`src/rtl/flow_counter_update.sv`:
```
// rtl/flow_counter_update.sv - per-flow counter update stage with saturation, heavy-hitter detect and stats
module flow_counter_update #(
  parameter int COUNTER_WIDTH = 64,
  parameter int PKT_CNT_WIDTH = 24,
  parameter int LENTH_WIDTH   = 16,
  parameter int ID_WIDTH      = 12,
  parameter int SATCNT_WIDTH  = 16
) (
  input  logic                                   clk,
  input  logic                                   reset_n,
  input  logic                                   enable,
  input  logic                                   counter_valid,
  input  logic [COUNTER_WIDTH-1:0]               counter_data,
  input  logic [LENTH_WIDTH-1:0]                 lenth_data,
  input  logic [ID_WIDTH-1:0]                    id_data,
  input  logic [COUNTER_WIDTH-PKT_CNT_WIDTH-1:0] hh_threshold,
  input  logic                                   stats_clear,
  output logic                                   update_c_valid,
  output logic [COUNTER_WIDTH-1:0]               update_counter_data,
  output logic [ID_WIDTH-1:0]                    update_id_data,
  output logic                                   busy,
  output logic                                   hh_valid,
  output logic [ID_WIDTH-1:0]                    hh_id,
  output logic [COUNTER_WIDTH-PKT_CNT_WIDTH-1:0] hh_bytes,
  output logic                                   overrun_err,
  output logic [SATCNT_WIDTH-1:0]                sat_count
);

  localparam int BYTE_WIDTH = COUNTER_WIDTH - PKT_CNT_WIDTH;

  typedef enum logic [1:0] {IDLE, CALC, OUT} state_t;

  state_t                   state;
  logic [PKT_CNT_WIDTH-1:0] req_pkt;
  logic [BYTE_WIDTH-1:0]    req_byte;
  logic [LENTH_WIDTH-1:0]   req_len;
  logic [ID_WIDTH-1:0]      req_id;

  logic [BYTE_WIDTH:0]      byte_sum;
  logic [PKT_CNT_WIDTH:0]   pkt_sum;
  logic [BYTE_WIDTH-1:0]    byte_new;
  logic [PKT_CNT_WIDTH-1:0] pkt_new;
  logic                     sat_any;
  logic                     hh_hit;
  logic                     sat_inc;
  logic                     overrun_set;

  // Each field carries one extra bit so overflow can be seen and clamped.
  always_comb begin
    byte_sum = {1'b0, req_byte} + {{(BYTE_WIDTH - LENTH_WIDTH + 1){1'b0}}, req_len};
    pkt_sum  = {1'b0, req_pkt} + {{PKT_CNT_WIDTH{1'b0}}, 1'b1};
    byte_new = byte_sum[BYTE_WIDTH] ? {BYTE_WIDTH{1'b1}} : byte_sum[BYTE_WIDTH-1:0];
    pkt_new  = pkt_sum[PKT_CNT_WIDTH] ? {PKT_CNT_WIDTH{1'b1}} : pkt_sum[PKT_CNT_WIDTH-1:0];
    sat_any  = byte_sum[BYTE_WIDTH] | pkt_sum[PKT_CNT_WIDTH];
    hh_hit   = (hh_threshold != '0) && (req_byte < hh_threshold) && (byte_new >= hh_threshold);
  end

  assign busy        = (state != IDLE);
  assign sat_inc     = (state == CALC) && sat_any;
  assign overrun_set = counter_valid && busy;

  always_ff @(posedge clk) begin
    if (!reset_n) begin
      state               <= IDLE;
      req_pkt             <= '0;
      req_byte            <= '0;
      req_len             <= '0;
      req_id              <= '0;
      update_c_valid      <= 1'b0;
      update_counter_data <= '0;
      update_id_data      <= '0;
      hh_valid            <= 1'b0;
      hh_id               <= '0;
      hh_bytes            <= '0;
    end else begin
      update_c_valid <= 1'b0;
      hh_valid       <= 1'b0;
      case (state)
        IDLE: begin
          if (counter_valid && enable) begin
            req_pkt  <= counter_data[COUNTER_WIDTH-1:BYTE_WIDTH];
            req_byte <= counter_data[BYTE_WIDTH-1:0];
            req_len  <= lenth_data;
            req_id   <= id_data;
            state    <= CALC;
          end
        end
        CALC: begin
          // Results land in the output registers so they are valid during OUT.
          update_c_valid      <= 1'b1;
          update_counter_data <= {pkt_new, byte_new};
          update_id_data      <= req_id;
          if (hh_hit) begin
            hh_valid <= 1'b1;
            hh_id    <= req_id;
            hh_bytes <= byte_new;
          end
          state <= OUT;
        end
        OUT:     state <= IDLE;
        default: state <= IDLE;
      endcase
    end
  end

  // Statistics: a set event in the same cycle as stats_clear takes priority.
  always_ff @(posedge clk) begin
    if (!reset_n) begin
      overrun_err <= 1'b0;
      sat_count   <= '0;
    end else begin
      if (overrun_set)
        overrun_err <= 1'b1;
      else if (stats_clear)
        overrun_err <= 1'b0;

      if (sat_inc) begin
        if (sat_count != {SATCNT_WIDTH{1'b1}})
          sat_count <= sat_count + SATCNT_WIDTH'(1);
      end else if (stats_clear) begin
        sat_count <= '0;
      end
    end
  end

endmodule

```
`config.mk`:
```
export PLATFORM = sky130hd
export DESIGN_NAME = flow_counter_update
export DESIGN_NICKNAME = d
export VERILOG_FILES = /design/src/rtl/flow_counter_update.sv
export SDC_FILE = /design/constraint.sdc
export NUM_CORES = 1
export LEC_CHECK = 0
export BUFFER_PORTS_ARGS = -buffer_cell sky130_fd_sc_hd__buf_2
export CAP_MARGIN = 20
export CORE_MARGIN = 2
export CORE_UTILIZATION = 59
export DETAILED_ROUTE_END_ITERATION = 12
export PLACE_DENSITY = 0.94
export SKIP_LAST_GASP = 1
export SLEW_MARGIN = 20
export SYNTH_ARGS = -nofsm -noshare
export SYNTH_HDL_FRONTEND = slang
export SYNTH_SLANG_ARGS = --single-unit
```
`constraint.sdc`:
```
create_clock -name clk -period 11.25 [get_ports clk]
set_input_delay 2.25 -clock clk [delete_from_list [all_inputs] [get_ports clk]]
set_output_delay 2.25 -clock clk [all_outputs]
set_load 0.005 [all_outputs]
```
== After elaboration in Yosys (flattened, before gate mapping) ==
Index checks and enable logic that the tools add are counted.
W data, S select, Z words.

* Bits in registers: 241
* Latch bits: 0
* RAM bits: 0
* ROM bits: 0
* Bits of input ports: 137
* Output and inout port bits: 148
* Word-level logic and storage cells: 48
* Memories: 0

* Add/subtract/negate cells: 3
* $mul: 0
* Divide/modulo/power cells: 0
* Magnitude comparators: 2
* Eq/ne operators: 4
* Shift-type cells: 0
* Mux-type cells: 11
* Bitwise logic cells: 1
* Reduce and logical (&&, ||, !) cells: 14

{| class="wikitable"
|+ Operator list
! operator !! count
|-
| $mux W16 || 3
|-
| $add A40 B16 Y41 || 1
|-
| $ge A40 B40 Y1 || 1
|-
| $lt A40 B40 Y1 || 1
|-
| $mux W40 || 1
|-
| $reduce_bool A40 Y1 || 1
|-
| $add A24 B1 Y25 const B || 1
|-
| $mux W24 || 1
|-
| $add A16 B1 Y16 const B || 1
|-
| $ne A16 B16 Y1 const B || 1
|-
| $reduce_and A2 Y1 || 4
|-
| $reduce_bool A2 Y1 || 3
|-
| $logic_and A1 B1 Y1 || 5
|-
| $mux W1 || 4
|-
| $pmux W2 S2 || 1
|-
| $eq A2 B1 Y1 const B || 1
|-
| $logic_not A2 Y1 || 1
|-
| $mux W2 || 1
|-
| $ne A2 B1 Y1 const B || 1
|-
| $ne A2 B2 Y1 const B || 1
|-
| $or A1 B1 Y1 || 1
|}

== Longest topological paths before layout ==
* Depth after elaboration: 5
* Mapped depth: 21
* Gate-level depth less buffers: 19

== Worst setup path after synthesis ==
Ideal clock, no wire load.

* Path kind: reg2reg
* Start point: register req_byte[0]
* End point: register hh_bytes[36]
* Library setup time: 0.128 ns
* Arrival: 4.420 ns
* Required time: 11.122 ns
* Setup slack: 6.702 ns
* Cell stages (with the launch flop): 19
* Path buffers: 2
* Period minus slack after synthesis: 4.548 ns
* Cells stage by stage: dfxtp_1 ha_1 fa_1 a211o_2 a21o_2 a211o_2 a211oi_4 nor3_1 mux2_2 ha_1 nand4_1 or4_1 a21oi_1 o21ai_0 a211oi_1 buf_2 buf_4 mux2i_1 nor2_1

* Cells in the longest elaborated chain, start to end: 5
* Elaborated cells on any way between the ends: 7
* Classes of those cells: add/sub: 1; order compare: 2; mux: 1; reduce/logical: 3

{| class="wikitable"
|+ RTL lines
! item !! line !! RTL
|-
| start, declared || 35 || <nowiki>logic [BYTE_WIDTH-1:0] req_byte;</nowiki>
|-
| start signal, assigned || 82 || <nowiki>req_byte <= counter_data[BYTE_WIDTH-1:0];</nowiki>
|-
| $add A40 B16 Y41 || 50 || <nowiki>byte_sum = {1'b0, req_byte} + {{(BYTE_WIDTH - LENTH_WIDTH + 1){1'b0}}, req_len};</nowiki>
|-
| $mux W40 || 52 || <nowiki>byte_new = byte_sum[BYTE_WIDTH] ? {BYTE_WIDTH{1'b1}} : byte_sum[BYTE_WIDTH-1:0];</nowiki>
|-
| net byte_new[38] || 41 || <nowiki>logic [BYTE_WIDTH-1:0] byte_new;</nowiki>
|-
| $ge A40 B40 Y1 || 55 || <nowiki>hh_hit = (hh_threshold != '0) && (req_byte < hh_threshold) && (byte_new >= hh_threshold);</nowiki>
|-
| $logic_and A1 B1 Y1 || 55 ||
|-
| $reduce_and A2 Y1 (no source line) || - ||
|-
| end signal, assigned || 96 || <nowiki>hh_bytes <= byte_new;</nowiki>
|-
| end, declared || 24 || <nowiki>output logic [COUNTER_WIDTH-PKT_CNT_WIDTH-1:0] hh_bytes,</nowiki>
|}

The timed path passes the listed nets, and every way through them passes these cells.
A chain may end at the register's enable or synchronous reset.

== Worst setup path after layout ==
* Start point: register req_byte[0]
* End point: register hh_bytes[13]

Same word-level chain as after synthesis.

==> flow_summary.rst <==
.. list-table::
   :header-rows: 1

   * - Metric
     - Value
   * - Post-Syn Nets
     - approximately 1800
   * - Pin count of the biggest net entering global routing
     - 120
   * - Fraction of layout instances using a drive strength above 1
     - roughly a fifth
   * - Number of nets with antenna violations after detailed routing
     - 0
   * - Filler Cell Count
     - ~1700
   * - Portion of the post-synthesis area used by sequential elements
     - 38.9%
   * - Setup total negative slack
     - 0 ns
   * - Detailed placer's ending HPWL
     - approximately 28000 µm
   * - Cell count after synthesis
     - approximately 1500
   * - Port Buf Inserts
     - 284
   * - Buffers from clock root to sink, at most
     - 3
   * - Resize count post-CTS
     - 0
   * - Total number of vias
     - approximately 12000
   * - Max_slew headroom
     - ~32%
   * - Post-synthesis sequential element count
     - 241
   * - Clock tree from TritonCTS
     - done
   * - Clock latency of the later-clocked register in the worst-skew pair
     - roughly 0.54 ns
   * - Basic-gate share of the synthesized area counting and, or, nand and nor cells
     - a little under a quarter
   * - Data arrival at the endpoint of the critical path
     - 6.84 ns
   * - Area fraction in compound gates after synthesis
     - 17.3%
   * - Via count of the first global-routing pass
     - between 10000 and 15000
   * - Average instance area after synthesis
     - around 8.0 µm²
   * - Summed area of non-filler cells in the final layout
     - approximately 15000 µm²
   * - Final worst path period share
     - a little under three fifths
   * - Number of enable-type register cells in the synthesized netlist
     - 0
   * - Max Cap Viol
     - 0
   * - Worst reg2reg setup slack
     - around 4.8 ns
   * - Aggregate global routing overflow
     - 0
   * - CTS Hold Buffers Added
     - 0
   * - Largest cells by area after synthesis
     - dfxtp_1 (39%), ha_1 (9.8%), nand2_1 (9.6%), a21oi_1 (7.3%), nor2_1 (4.0%)
   * - CTS sink cnt
     - between 200 and 250
   * - Number of failing setup endpoints in the final timing report
     - 0
   * - Endpoint of the most critical setup path
     - hh_bytes[13]
   * - Largest family of logic cells by synthesized area
     - simple AND/OR/NAND/NOR gates
   * - Summed instance area of the synthesized netlist
     - around 12000 µm²
   * - Initial detailed-routing violation count
     - 1197
   * - Post-CTS clock slew at the launch and capture registers of the worst setup and hold paths
     - about 0.06 ns
   * - Clock buffers created by TritonCTS
     - 26
   * - Slew of the pin with the lowest slew margin
     - 1.01 ns
   * - Vert. Die Dim
     - approximately 150 µm
   * - Worst-path fanout max
     - 60
   * - CP startpoint kind
     - flop
   * - CP Capture Type
     - flop
   * - Final RePlAce weighted congestion
     - a little under 1
   * - Total power consumption of the routed design
     - about 2000 µW
   * - Minimum period implied by the final worst setup slack
     - ~6.4 ns
   * - Top Ports
     - between 200 and 300
   * - Global-route wire length before repair
     - approximately 60000 µm
   * - Number of vias per cell
     - between 5 and 6
   * - Router iterations before antenna repair
     - 6
   * - Result of the run
     - finished, final reports clean
   * - Share of synthesized flip-flops with an asynchronous set or reset
     - 0%
   * - Flip-flop cell with the highest count after synthesis
     - dfxtp_1
   * - CP Class
     - flop to flop
   * - Post-synthesis to final-layout area growth
     - 19.9%
   * - Final Net Count
     - roughly 2000
   * - DR DRC count
     - 0
   * - Max-slew violations
     - 0
   * - H-tree depth
     - 1
   * - Core outline area
     - 20800 µm²
   * - GRT Overall Usage
     - 33.5%
   * - Unrepaired setup endpoints after global routing
     - false
   * - Area share of xor/xnor cells in the synthesized design
     - 2.90%
   * - Share of the core filled with cells in the final layout
     - around 70%
   * - WL/cell
     - ~18 µm
   * - Starting Density
     - between 50 and 60%
   * - Leakage Power
     - 0.00675 µW
   * - Post-route worst hold slack
     - ~0.45 ns
   * - Total die area
     - roughly 22000 µm²
   * - Max Clock Freq
     - approximately 0.16 GHz
   * - Post-Synth Adder-Cell Area
     - about 10%
   * - Required time of the worst setup path
     - ~12 ns
   * - Die boundary width
     - approximately 150 µm
   * - Largest clock skew in the final design
     - approximately 0.028 ns
   * - Placed Area
     - roughly 14000 µm²
   * - Number of setup buffers added after CTS
     - 0
   * - Worst r2r path cells
     - 18
   * - Number of unique standard cell types used by synthesis
     - 73
   * - RR Endpoint
     - hh_bytes[13]
   * - Final hold vios
     - 0
   * - Antenna violations before repair
     - 2
   * - Post-Route WL
     - roughly 38000 µm
   * - Placement row count
     - 53
   * - Start point of the critical path
     - req_byte[0]
   * - Mux contribution to synthesized area
     - under 10%
   * - Class of the most critical hold timing path
     - flop to flop
   * - Largest area contributor in the netlist
     - dfxtp_1
   * - Clock root cell
     - clkbuf_16
   * - Reg2reg start
     - req_byte[0]
   * - Number of warnings issued by yosys
     - 0
   * - Peak supply drop
     - 0.000126 V
   * - Pwr dens
     - about 140 nW/µm²
   * - Top cell type's share of synthesized area
     - just under 40%
-- cell type report --
cell class,count,area [µm²],area share [%]
antenna,2,5.00,0.0337
clock buffer,34,732,4.93
clock inverter,14,188,1.26
inverter,60,230,1.55
multi-input combinational,1166,7040,47.4
sequential,241,4820,32.5
tap,275,344,2.32
timing repair buffer,292,1490,10.1
-- Yosys cell counts, types with 4 or more instances --
cell / number
or3_1: 4
a211oi_1: 16
and2_1: 5
dfxtp_1: 241
xor2_1: 23
mux2_2: 11
o21ai_0: 51
buf_2: 7
nand4_1: 26
xnor2_1: 18
nor2_1: 132
nand2b_1: 9
and4_1: 12
a311oi_1: 18
a21o_1: 16
nor3_1: 30
clkbuf_1: 57
nand2_1: 316
and3_1: 18
a31oi_1: 25
a21oi_1: 181
buf_1: 9
nor4_1: 14
ha_1: 97
mux2i_1: 35
inv_1: 59
o31ai_1: 5
o21a_1: 5
buf_4: 7
nand3_1: 37
-- registers in the layout (all words and copies together) (netlist names) --
name,flops
req_len,16
req_byte,40
hh_valid,1
req_id,12
overrun_err,1
hh_bytes,40
update_c_valid,1
req_pkt,24
sat_count,16
hh_id,12
state,2
update_id_data,12
update_counter_data,64
-- logic make-up after synthesis --
family          after synthesis
xor+xnor                     41
buf+inv                     140
flops                       241
compound gates              354
mux                          46
fa+ha+maj                    98
simple gates                627
-- critical path, cell delays in order, from the launching register on --
cell and delay, ns:
dfxtp_1 0.32, ha_1 0.22, fa_1 0.41, a211o_2 0.36, a21o_2 0.24, a2111o_1 0.41, nand4_2 0.25, buf_4 0.42
o21ai_0 0.29, ha_1 0.34, nand2_1 0.06, o21ai_0 0.29, o21ai_0 0.18, a21oi_1 0.24, o21ai_0 0.20, a211oi_4 0.89
buf_4 0.74, nor2_1 0.13, a211oi_1 0.26
-- how the worst min path moves through the flow --
stage	from	endpoint	cells after the start
CTS	update_counter_data[37]	update_counter_data[37]	2
finish	update_id_data[1]	update_id_data[1]	2
global placement	update_counter_data[62]	update_counter_data[62]	2
global route	update_counter_data[37]	update_counter_data[37]	2
detailed placement	update_counter_data[37]	update_counter_data[37]	2
floorplan	req_len[0]	req_len[0]	2
-- metrics by stage --
stage	instances	setup slack (ns)
floorplan	1547	6.70
global placement	2033	5.22
detailed placement	2033	5.07
CTS	2081	4.99
global route	2084	4.54
finish	2084	4.83
-- per-layer routing --
| metal | vias to the layer above | track usage (%) | wire [µm] |
|---|---|---|---|
| li1 | 5887 | - | - |
| met1 | 5752 | 44.8 | 15300 |
| met2 | 678 | 51.7 | 16600 |
| met3 | 133 | 8.47 | 4280 |
| met4 | 0 | 14.3 | 1800 |
| met5 | - | 0 | 0 |
-- placed cells by master (no fill, tap or decap), drive strengths merged, types with 6 or more instances in the layout --
cell / n
nand2: 316
buf: 292
dfxtp: 241
a21oi: 181
nor2: 134
ha: 97
inv: 60
o21ai: 56
nand3: 37
mux2i: 35
clkbuf: 34
nor3: 31
nand4: 27
a31oi: 25
xor2: 23
xnor2: 18
a311oi: 18
and3: 18
a21o: 17
a211oi: 17
nor4: 15
and4: 14
mux2: 11
nand2b: 9
clkinvlp: 7
o31ai: 6
-- report_power, final --
part           internal (µW)  total (µW)  switching [µW]  leakage (µW)
Clock                    551         902             351      0.000428
Combinational           83.7         219             135       0.00436
Sequential               881         907            26.4       0.00196
Total                   1520        2030             512       0.00675
Note: power is estimated with default switching activity, not from simulation.
